File: src/rtl/frogger_pkg.sv
// Shared types and lane tables for the Frogger field generator.
// Lane tables are packed [6:1] so lane n is indexed directly by its row number.
package frogger_pkg;

  typedef enum logic [1:0] {RUN, HIT, WIN} state_t;

  localparam logic [6:1][7:0] LANE_INIT = {
    8'b0000_1110, 8'b1001_0010, 8'b0110_0000,
    8'b1000_1000, 8'b0011_0011, 8'b1100_0000
  };

  localparam logic [6:1][1:0] LANE_SPEED = {
    2'd3, 2'd2, 2'd1, 2'd3, 2'd2, 2'd1
  };

  // 1 = rotate left (odd lanes), 0 = rotate right (even lanes)
  localparam logic [6:1] LANE_DIR = 6'b01_0101;

endpackage

File: src/rtl/lane_engine_tick_divider.sv
// Base scroll tick generator: one-cycle tick every STEP_CYCLES enabled cycles.
module tick_divider #(
  parameter int STEP_CYCLES = 12500000
) (
  input  logic clk,
  input  logic reset,
  input  logic en,
  output logic tick
);

  localparam int CW = $clog2(STEP_CYCLES);

  logic [CW-1:0] r_cnt;
  logic          w_last;

  assign w_last = (r_cnt == CW'(STEP_CYCLES - 1));
  assign tick   = en & w_last;

  always_ff @(posedge clk) begin
    if (reset) begin
      r_cnt <= '0;
    end else if (en) begin
      r_cnt <= w_last ? '0 : r_cnt + 1'b1;
    end
  end

endmodule

File: src/rtl/lane_engine.sv
// Frogger field generator: scrolling lanes, frog overlay, collision/goal
// detection and hit/win animations, producing registered row bytes.
module lane_engine
  import frogger_pkg::*;
#(
  parameter int STEP_CYCLES = 12500000,
  parameter int HIT_STEPS   = 4,
  parameter int WIN_STEPS   = 6
) (
  input  logic       clk,
  input  logic       reset,
  input  logic       enable,
  input  logic [2:0] frog_x,
  input  logic [2:0] frog_y,
  output logic [7:0] fila_0,
  output logic [7:0] fila_1,
  output logic [7:0] fila_2,
  output logic [7:0] fila_3,
  output logic [7:0] fila_4,
  output logic [7:0] fila_5,
  output logic [7:0] fila_6,
  output logic [7:0] fila_7,
  output logic       collision,
  output logic       win,
  output logic       frog_reset,
  output logic [3:0] score
);

  localparam int MAX_STEPS = (HIT_STEPS > WIN_STEPS) ? HIT_STEPS : WIN_STEPS;
  localparam int SW        = $clog2(MAX_STEPS) + 1;

  state_t        r_state;
  logic [SW-1:0] r_step;
  logic [7:0]    r_lane [1:6];
  logic [1:0]    r_sub  [1:6];
  logic [7:0]    r_fila [0:7];
  logic          r_collision;
  logic          r_win;
  logic          r_frog_reset;
  logic [3:0]    r_score;

  logic          w_tick;
  logic [7:0]    w_rows [0:7];
  logic          w_hit;
  logic          w_last_step;
  logic          w_frog_vis;
  logic [7:0]    w_frog_mask;

  tick_divider #(
    .STEP_CYCLES(STEP_CYCLES)
  ) u_tick (
    .clk  (clk),
    .reset(reset),
    .en   (enable),
    .tick (w_tick)
  );

  // Rows 0 and 7 are safe rows with no traffic, so they never collide.
  always_comb begin
    w_rows[0] = 8'h00;
    w_rows[7] = 8'h00;
    for (int n = 1; n <= 6; n++) begin
      w_rows[n] = r_lane[n];
    end
  end

  assign w_hit       = w_rows[frog_y][frog_x];
  assign w_last_step = (r_state == HIT) ? (r_step == SW'(HIT_STEPS - 1))
                                        : (r_step == SW'(WIN_STEPS - 1));
  assign w_frog_vis  = (r_state == RUN) | ((r_state == HIT) & ~r_step[0]);
  assign w_frog_mask = 8'h01 << frog_x;

  always_ff @(posedge clk) begin
    if (reset) begin
      r_state      <= RUN;
      r_step       <= '0;
      r_collision  <= 1'b0;
      r_win        <= 1'b0;
      r_frog_reset <= 1'b0;
      r_score      <= 4'd0;
      for (int n = 1; n <= 6; n++) begin
        r_lane[n] <= LANE_INIT[n];
        r_sub[n]  <= 2'd0;
      end
    end else begin
      r_collision  <= 1'b0;
      r_win        <= 1'b0;
      r_frog_reset <= 1'b0;
      case (r_state)
        RUN: begin
          if (w_tick) begin
            for (int n = 1; n <= 6; n++) begin
              if (r_sub[n] == LANE_SPEED[n] - 2'd1) begin
                r_lane[n] <= LANE_DIR[n] ? {r_lane[n][6:0], r_lane[n][7]}
                                         : {r_lane[n][0], r_lane[n][7:1]};
                r_sub[n]  <= 2'd0;
              end else begin
                r_sub[n]  <= r_sub[n] + 2'd1;
              end
            end
          end
          // Check runs on pre-shift lanes; a post-shift overlap is caught next cycle.
          if (w_hit) begin
            r_collision <= 1'b1;
            r_state     <= HIT;
            r_step      <= '0;
          end else if (frog_y == 3'd7) begin
            r_win   <= 1'b1;
            r_score <= (r_score == 4'hF) ? r_score : r_score + 4'd1;
            r_state <= WIN;
            r_step  <= '0;
          end
        end
        HIT, WIN: begin
          if (w_tick) begin
            if (w_last_step) begin
              for (int n = 1; n <= 6; n++) begin
                r_lane[n] <= LANE_INIT[n];
                r_sub[n]  <= 2'd0;
              end
              r_frog_reset <= 1'b1;
              r_state      <= RUN;
              r_step       <= '0;
            end else begin
              r_step <= r_step + 1'b1;
            end
          end
        end
        default: r_state <= RUN;
      endcase
    end
  end

  // Frame stage: one-cycle registered view of lanes, frog and animation.
  always_ff @(posedge clk) begin
    if (reset) begin
      for (int r = 0; r < 8; r++) begin
        r_fila[r] <= 8'h00;
      end
    end else begin
      for (int r = 0; r < 8; r++) begin
        if (r_state == WIN) begin
          r_fila[r] <= r_step[0] ? 8'h00 : 8'hFF;
        end else if (w_frog_vis && (frog_y == 3'(r))) begin
          r_fila[r] <= w_rows[r] | w_frog_mask;
        end else begin
          r_fila[r] <= w_rows[r];
        end
      end
    end
  end

  assign fila_0     = r_fila[0];
  assign fila_1     = r_fila[1];
  assign fila_2     = r_fila[2];
  assign fila_3     = r_fila[3];
  assign fila_4     = r_fila[4];
  assign fila_5     = r_fila[5];
  assign fila_6     = r_fila[6];
  assign fila_7     = r_fila[7];
  assign collision  = r_collision;
  assign win        = r_win;
  assign frog_reset = r_frog_reset;
  assign score      = r_score;

endmodule
File: config.mk
export PLATFORM = sky130hd
export DESIGN_NAME = lane_engine
export DESIGN_NICKNAME = d
export VERILOG_FILES = /design/src/rtl/frogger_pkg.sv /design/src/rtl/lane_engine_tick_divider.sv /design/src/rtl/lane_engine.sv
export SDC_FILE = /design/constraint.sdc
export NUM_CORES = 1
export LEC_CHECK = 0
export BUFFER_PORTS_ARGS = -buffer_cell sky130_fd_sc_hd__buf_2
export CORE_MARGIN = 2
export CORE_UTILIZATION = 60
export CTS_CLUSTER_DIAMETER = 60
export DETAILED_ROUTE_END_ITERATION = 10
export PLACE_DENSITY_LB_ADDON = 0.12
export RECOVER_POWER = 50
export SETUP_SLACK_MARGIN = 0.4
export SLEW_MARGIN = 15
export SYNTH_ARGS = -nofsm -noshare
export SYNTH_HDL_FRONTEND = slang
export SYNTH_SLANG_ARGS = --single-unit
File: constraint.sdc
create_clock -name clk -period 4.15 [get_ports clk]
set_input_delay 0 -clock clk [delete_from_list [all_inputs] [get_ports clk]]
set_output_delay 0 -clock clk [all_outputs]
set_load 0.02 [all_outputs]
==> results of run 1 <==
[synthesized netlist by cell type (9+ instances only)]
master,n
sky130_fd_sc_hd__inv_1,15
sky130_fd_sc_hd__mux2_2,10
sky130_fd_sc_hd__or2_2,14
sky130_fd_sc_hd__mux2i_1,9
sky130_fd_sc_hd__nor3_1,16
sky130_fd_sc_hd__nand3_1,16
sky130_fd_sc_hd__clkbuf_1,35
sky130_fd_sc_hd__and3_1,41
sky130_fd_sc_hd__dfxtp_1,37
sky130_fd_sc_hd__xor2_1,19
sky130_fd_sc_hd__nand2_1,52
sky130_fd_sc_hd__o21ai_0,34
sky130_fd_sc_hd__a21oi_1,46
sky130_fd_sc_hd__nand2b_1,13
sky130_fd_sc_hd__nand4_1,9
sky130_fd_sc_hd__nor2_1,93
sky130_fd_sc_hd__ha_1,12
sky130_fd_sc_hd__edfxtp_1,124
[power by group through the flow]
stage	Clock, mW	Combinational [mW]	Sequential (mW)
6_report	1.47	0.431	1.89
5_1_grt	1.56	0.475	1.90
4_1_cts	1.49	0.437	1.89
3_5_place_dp	0	0.430	1.92
3_3_place_gp	0	0.420	1.92
2_1_floorplan	0	0.251	1.97
[final timing paths]
kind / start / end / slack [ps] / cells after the start
max reg2reg: u_tick.r_cnt[8] / r_lane[0][44] / 1150 / 8
min: frog_y[0] / win / 50 / 3
min reg2reg: u_tick.r_cnt[13] / u_tick.r_cnt[13] / 490 / 2
max: u_tick.r_cnt[8] / r_lane[0][44] / 1150 / 8
[flip-flops by register name (all words and copies together) (netlist names)]
register / count
win: 1
score: 4
collision: 1
r_step: 4
r_lane: 48
r_sub: 12
r_fila: 64
u_tick.r_cnt: 24
r_state: 2
frog_reset: 1
[critical path: stages, from the launching register on]
cell,delay (ps)
sky130_fd_sc_hd__dfxtp_1,350
sky130_fd_sc_hd__nor4_1,310
sky130_fd_sc_hd__nand3b_1,150
sky130_fd_sc_hd__nor3_1,270
sky130_fd_sc_hd__and2_0,680
sky130_fd_sc_hd__and2_0,210
sky130_fd_sc_hd__buf_4,320
sky130_fd_sc_hd__nand2_1,130
sky130_fd_sc_hd__or2_2,300
[cells in the final DEF, fill, tap and decap left out, types with 3 or more instances in the layout]
cell type,n
sky130_fd_sc_hd__buf_4,3
sky130_fd_sc_hd__xor2_1,19
sky130_fd_sc_hd__a21oi_1,45
sky130_fd_sc_hd__clkbuf_1,76
sky130_fd_sc_hd__nand3_1,16
sky130_fd_sc_hd__mux2_2,10
sky130_fd_sc_hd__and4_1,3
sky130_fd_sc_hd__and3b_1,3
sky130_fd_sc_hd__a221o_1,4
sky130_fd_sc_hd__dlygate4sd3_1,3
sky130_fd_sc_hd__conb_1,64
sky130_fd_sc_hd__mux2i_1,9
sky130_fd_sc_hd__nor2_1,93
sky130_fd_sc_hd__xnor2_1,4
sky130_fd_sc_hd__and2_0,3
sky130_fd_sc_hd__inv_1,15
sky130_fd_sc_hd__dfxtp_1,37
sky130_fd_sc_hd__or2_2,13
sky130_fd_sc_hd__nand4_1,9
sky130_fd_sc_hd__nor2b_1,4
sky130_fd_sc_hd__buf_2,8
sky130_fd_sc_hd__nand2_1,52
sky130_fd_sc_hd__nand3b_1,7
sky130_fd_sc_hd__or3_1,4
sky130_fd_sc_hd__and2_1,4
sky130_fd_sc_hd__a221oi_1,6
sky130_fd_sc_hd__a311oi_1,7
sky130_fd_sc_hd__and3_1,41
sky130_fd_sc_hd__o21ai_0,34
sky130_fd_sc_hd__edfxtp_1,124
sky130_fd_sc_hd__a31oi_1,7
sky130_fd_sc_hd__ha_1,12
sky130_fd_sc_hd__nor3b_1,5
sky130_fd_sc_hd__clkinv_1,4
sky130_fd_sc_hd__a211oi_1,7
sky130_fd_sc_hd__nand2b_1,13
sky130_fd_sc_hd__nor3_1,16
sky130_fd_sc_hd__clkbuf_16,17
[layer usage]
| metal | part of all wire | vias up | track usage |
|---|---|---|---|
| li1 | - | 2714 | - |
| met1 | 0.41 | 2712 | 0.368 |
| met2 | 0.47 | 268 | 0.433 |
| met3 | 0.087 | 49 | 0.0669 |
| met4 | 0.033 | 0 | 0.108 |
| met5 | 0 | - | 0 |
[cell families after synthesis]
kind of cell,Yosys count,synth area share
flip-flops,161,0.592
adder cells (fa/ha/maj),12,0.0199
buffers and inverters,57,0.0323
XOR/XNOR,23,0.0267
AO/OA/AOI/OAI,120,0.0970
AND/OR/NAND/NOR,296,0.199
multiplexers,21,0.0328
other,1,0.000497
[metrics by stage]
stage / hold WS [ps] / cells / power, mW
after floorplan: 137 / 754 / 2.22
after global placement: 321 / 964 / 2.34
after detailed placement: 332 / 964 / 2.35
after CTS: 35.5 / 999 / 3.81
after global routing: 69.1 / 999 / 3.93
final: 47.1 / 999 / 3.79
[area by class of cell]
| cell class | instances | area [µm²] |
|---|---|---|
| multi-input combinational | 536 | 3080 |
| timing repair buffer | 86 | 363 |
| tap | 168 | 210 |
| clock inverter | 11 | 114 |
| sequential | 161 | 4460 |
| clock buffer | 21 | 440 |
| inverter | 16 | 60.1 |
| fill | 946 | 3430 |
==> metrics.yaml, run 1 <==
end_kind: "flip-flop"
netlist_area_um2: 7540
finish.net_count: 839
postSynth.topFlopCell: "sky130_fd_sc_hd__edfxtp_1"
timing.final.crit_share: 0.722
port_buffers: 79
timing_worst_setup_path_type: "flip-flop to flip-flop"
violated_checks: "max-capacitance violations, max-slew violations"
fmax_mhz: 334
dpl-instance-area_um2: 8240
place_congestion: 0.891
dpl_worst_slack_ps: 1370
cts_sinks: 161
synth_warnings: 0
setup_repair_after_global_routing_missed_its_margin: "false"
flops_latches_synth: 161
viasPerCell: 5.75
grt_pass1_wl_um: 27700
outcome: "finished, violations left"
hpwlAfterDp_um: 12600
total_iterations_of_the_first_detailed_routing_run: 6
cts_resized: 0
drv_cap: 1
switchingPower_mw: 0.954
first_global_vias: 5277
areaGrowthSynthToFinish_pct: 15.7
pwr-share-seq: 0.499
floorplan.io_pins: 80
cp_data_required_time_ps: 4320
final_max_slew_viol_count: 38
tritoncts.num_buffers: 17
finalCriticalPeriod_ps: 3000
post_cts.repair.setup_buffers: 0
final_critical_path_setup_slack_ps: 1150
tns_ps: 0
clock-skew-final_ps: 9.39
routed_wl_um: 17500
netlist_top_cells_area: "sky130_fd_sc_hd__edfxtp_1, sky130_fd_sc_hd__dfxtp_1, sky130_fd_sc_hd__nor2_1, sky130_fd_sc_hd__and3_1, sky130_fd_sc_hd__a21oi_1"
power.ir.vdd_worst_uv: 427
crit_path_start_kind: "flip-flop"
setup_viol: 0
worst_pin_slew_ps: 1510
synth_cell_types: 54
cts_hold_buffers: 3
gr-usage-all-layers: 0.273
maxSlewHeadroom: -0.00603
die-area_um2: 13500
crit_fanout: 41
core_area_um2: 12200
worst_hold_path_type: "input port to flip-flop"
globalRoute.totalOverflow: 0
antenna_violating_nets_post_route: 0
clock_power_share: 0.388
hold_viol_final: 0
internal-power_mw: 2.84
detailroute.via_count: 5743
initial_core_util: 0.620
post-route-drc-count: 0
final_core_utilization: 0.718
timing.critical_path.arrival_ps: 3160
asyncSetResetFlopFracSynth: 0
netlist.area_leader.share: 0.494
initialDrtViolationCount: 548
ctsRootBufferMaster: "sky130_fd_sc_hd__clkbuf_16"
drive_gt1_frac: 0.0806
finish.instance_area_um2: 8730
power.share.switching: 0.251
synth-seq-area-share: 0.592
chipHeight_um: 116
clkLatencyLatePin_ps: 420
grt_antenna_before_repair: 0
power_per_cell_area_nw_per_um2: 435
diodes: 0
synth_area_leader_cell: "sky130_fd_sc_hd__edfxtp_1"
post_synth_edffs: 124
routedWlPerCell_um: 17.6
rows: 40
cts-htree-levels: 4
clock_pin_transition_on_the_worst_setup_and_hold_timing_paths_ps: 60
power.static_leakage_nw: 3.33
clockBufferDepth: 2
synth_area_per_cell_um2: 10.9
clock_tree_from_tritoncts: "built"
power.share.combinational: 0.114
fp.dieW_um: 116
grt_max_degree: 42
synthCells: 691
Note: power is estimated with default switching activity, not from simulation.
==> run 2, diff against run 1 <==
--- a/config.mk
+++ b/config.mk
@@ -7,7 +7,7 @@
 export LEC_CHECK = 0
 export BUFFER_PORTS_ARGS = -buffer_cell sky130_fd_sc_hd__buf_2
 export CORE_MARGIN = 2
-export CORE_UTILIZATION = 60
+export CORE_UTILIZATION = 59
 export CTS_CLUSTER_DIAMETER = 60
 export DETAILED_ROUTE_END_ITERATION = 10
 export PLACE_DENSITY_LB_ADDON = 0.12
==> constraint.sdc (replaced) <==
create_clock -name clk -period 2.8 [get_ports clk]
set_input_delay 0 -clock clk [delete_from_list [all_inputs] [get_ports clk]]
set_output_delay 0 -clock clk [all_outputs]
set_load 0.02 [all_outputs]
==> metrics.yaml, run 2 (same netlist as run 1, synthesis figures left out) <==
outcome: "complete, no violations"
hold_ws_ps: 80.2  # +33.1 ps
initial_core_util: 0.600  # -0.0201
die-area_um2: 13700  # +1.6%
port_buffers: 79  # unchanged
place_congestion: 0.957  # +7.3%
rr_endpoint: "r_step[3]"
antenna_violating_nets_post_route: 0  # unchanged
hold_path.startpoint: "frog_y[0]"
globalRoute.totalOverflow: 0  # unchanged
clock-skew-final_ps: 6.23  # -3.16 ps
post-route-drc-count: 0  # unchanged
power_per_cell_area_nw_per_um2: 664  # +53%
crit-reg2reg-launch: "r_lane[0][13]"
clock_tree_from_tritoncts: "built"
timing.hold.worst_path_depth: 3  # unchanged
setup_repair_after_global_routing_missed_its_margin: "true"
fmax_mhz: 422  # +27%
worst_hold_path_type: "input port to flip-flop"
timing_worst_setup_path_type: "flip-flop to flip-flop"
power.ir.vdd_worst_uv: 434  # +1.6%
timing.critical_path.max_delay_family: "simple AND/OR/NAND/NOR gates"
hold_viol_final: 0  # unchanged
r2r_slack_ps: 430  # -720 ps
slowest_stage: "sky130_fd_sc_hd__or4b_1"
hold_end: "win"
critical_path.startpoint: "r_lane[0][13]"
maxSlewHeadroom: 0.406  # +0.412
clockBufferDepth: 2  # unchanged
crit_fanout: 6  # -85%
cts-htree-levels: 4  # unchanged
worstPathCellList: "mux2_2 > a221oi_1 > o32ai_1 > or4b_1 > a21boi_4 > or4_1 > a21oi_1"
timing.final.crit_share: 0.846  # +0.123
power.static_leakage_nw: 3.44  # +3.1%
drt-met1-wl_um: 6950  # -4.5%
diodes: 0  # unchanged
grt_antenna_before_repair: 0  # unchanged
gr-usage-all-layers: 0.266  # -0.00780
timing.critical_path.arrival_ps: 2670  # -490 ps
cts_sinks: 161  # unchanged
clkLatencyLatePin_ps: 430  # about the same
hpwlAfterDp_um: 12800  # +1.8%
drv_cap: 0  # -1
nFillCells: 995  # +5.2%
clock_pin_transition_on_the_worst_setup_and_hold_timing_paths_ps: 60  # about the same
worst_pin_slew_ps: 889  # -620 ps
initialDrtViolationCount: 523  # -4.6%
finish.net_count: 849  # +1.2%
dr_wl_met2_um: 9160  # +12%
total_power_mw: 5.93  # +56%
ctsRootBufferMaster: "sky130_fd_sc_hd__clkbuf_16"
cp_num_buf_inv: 0  # -1
core_area_um2: 12600  # +3.3%
biggestRegsByFlops: "r_fila x64, r_lane x48, u_tick.r_cnt x24"
tns_ps: 0  # unchanged
viasPerCell: 5.62  # -2.2%
detailroute.via_count: 5697  # -0.80%
cp_data_required_time_ps: 3100  # -1220 ps
rows: 41  # +2.5%
total_iterations_of_the_first_detailed_routing_run: 5  # -1
drive_gt1_frac: 0.103  # +0.0228
grt_max_degree: 42  # unchanged
largest_register_ffs: 64  # unchanged
fp.dieW_um: 117  # +0.81%
setup_viol: 0  # unchanged
routedWlPerCell_um: 17.7  # +0.88%
dr.max_layer_used: "met4"
chipHeight_um: 117  # +0.81%
commonest_non_fill_non_tap_cell_in_the_layout: "sky130_fd_sc_hd__edfxtp_1"
finalCriticalPeriod_ps: 2370  # -630 ps
met3_wl_um: 1250  # -18%
final_max_slew_viol_count: 0  # -100%
floorplan.io_pins: 80  # unchanged
regMostFlops: "r_fila"
most-common-layout-cells: "sky130_fd_sc_hd__edfxtp_1, sky130_fd_sc_hd__nor2_1, sky130_fd_sc_hd__clkbuf_1"
cp_slowest_stage_delay_ps: 620  # -60 ps
tritoncts.num_buffers: 17  # unchanged
end_kind: "flip-flop"
grt_pass1_wl_um: 26900  # -2.7%
areaGrowthSynthToFinish_pct: 18.4
routed_wl_um: 17900  # +2.3%
first_global_vias: 5271  # -0.11%
reg2regPathDepth: 7  # -1
crit_path_start_kind: "flip-flop"
==> run 2: changes by cell type in the layout (fill, tap and decap cells not counted), sizes merged <==
cell / change
clkinv: -5
inv: +1
clkbuf: +1
bufinv: +2
buf: +8
clkinvlp: +3
==> run 2: power breakdown <==
part | total (mW) | switching (mW) | internal [mW] | leakage (nW)
logic | 0.656 | 0.456 | 0.199 | 1.61
clock network | 2.48 | 0.935 | 1.54 | 0.299
registers | 2.80 | 0.0808 | 2.72 | 1.53
==> run 2: through the flow <==
stage / setup slack [ps] / area (µm²) / cells / utilization
3_3_place_gp: 374 / 8300 / 976 / 0.661
2_1_floorplan: 491 / 7780 / 754 / -
5_1_grt: 306 / 8940 / 1013 / 0.711
4_1_cts: 412 / 8970 / 1011 / 0.714
3_5_place_dp: 323 / 8300 / 976 / 0.661
6_report: 432 / 8940 / 1013 / 0.711
==> run 2: what timing repair did <==
action,CTS,global route
pin swaps,0,1
gates resized for setup,2,11
hold buffers,3,0
buffers inserted,0,1
cloned,0,1
hold endpoints to repair,14,0
endpoints found under the setup margin,13,27
==> run 2: worst max path at each step <==
stage / slack (ps) / to / cells past startpoint
detailed placement: 320 / r_step[3] / 8
global route: 310 / r_step[2] / 7
floorplan: 490 / r_lane[0][49] / 10
CTS: 410 / r_fila[0][28] / 8
global placement: 370 / r_step[1] / 8
finish: 430 / r_step[3] / 7
==> run 2: layout make-up <==
class	count	area, µm²	share of cell area
clock buffers	20	457	0.0511
clock inverters	12	181	0.0203
inverters	16	63.8	0.00714
multi-input cells	536	3090	0.346
flip-flops and latches	161	4460	0.500
well taps	172	215	0.0241
repair buffers	96	464	0.0519
==> run 2: tightest hold or removal path, delay by kind of cell <==
family                 cells  cell delay, ps
buffers and inverters      1             210
AND/OR/NAND/NOR            2             240
==> run 2: metal layers <==
layer / track usage / vias to the layer above
met5: 0 / -
met3: 0.0623 / 48
met2: 0.441 / 230
met1: 0.326 / 2699
met4: 0.134 / 0
li1: - / 2720
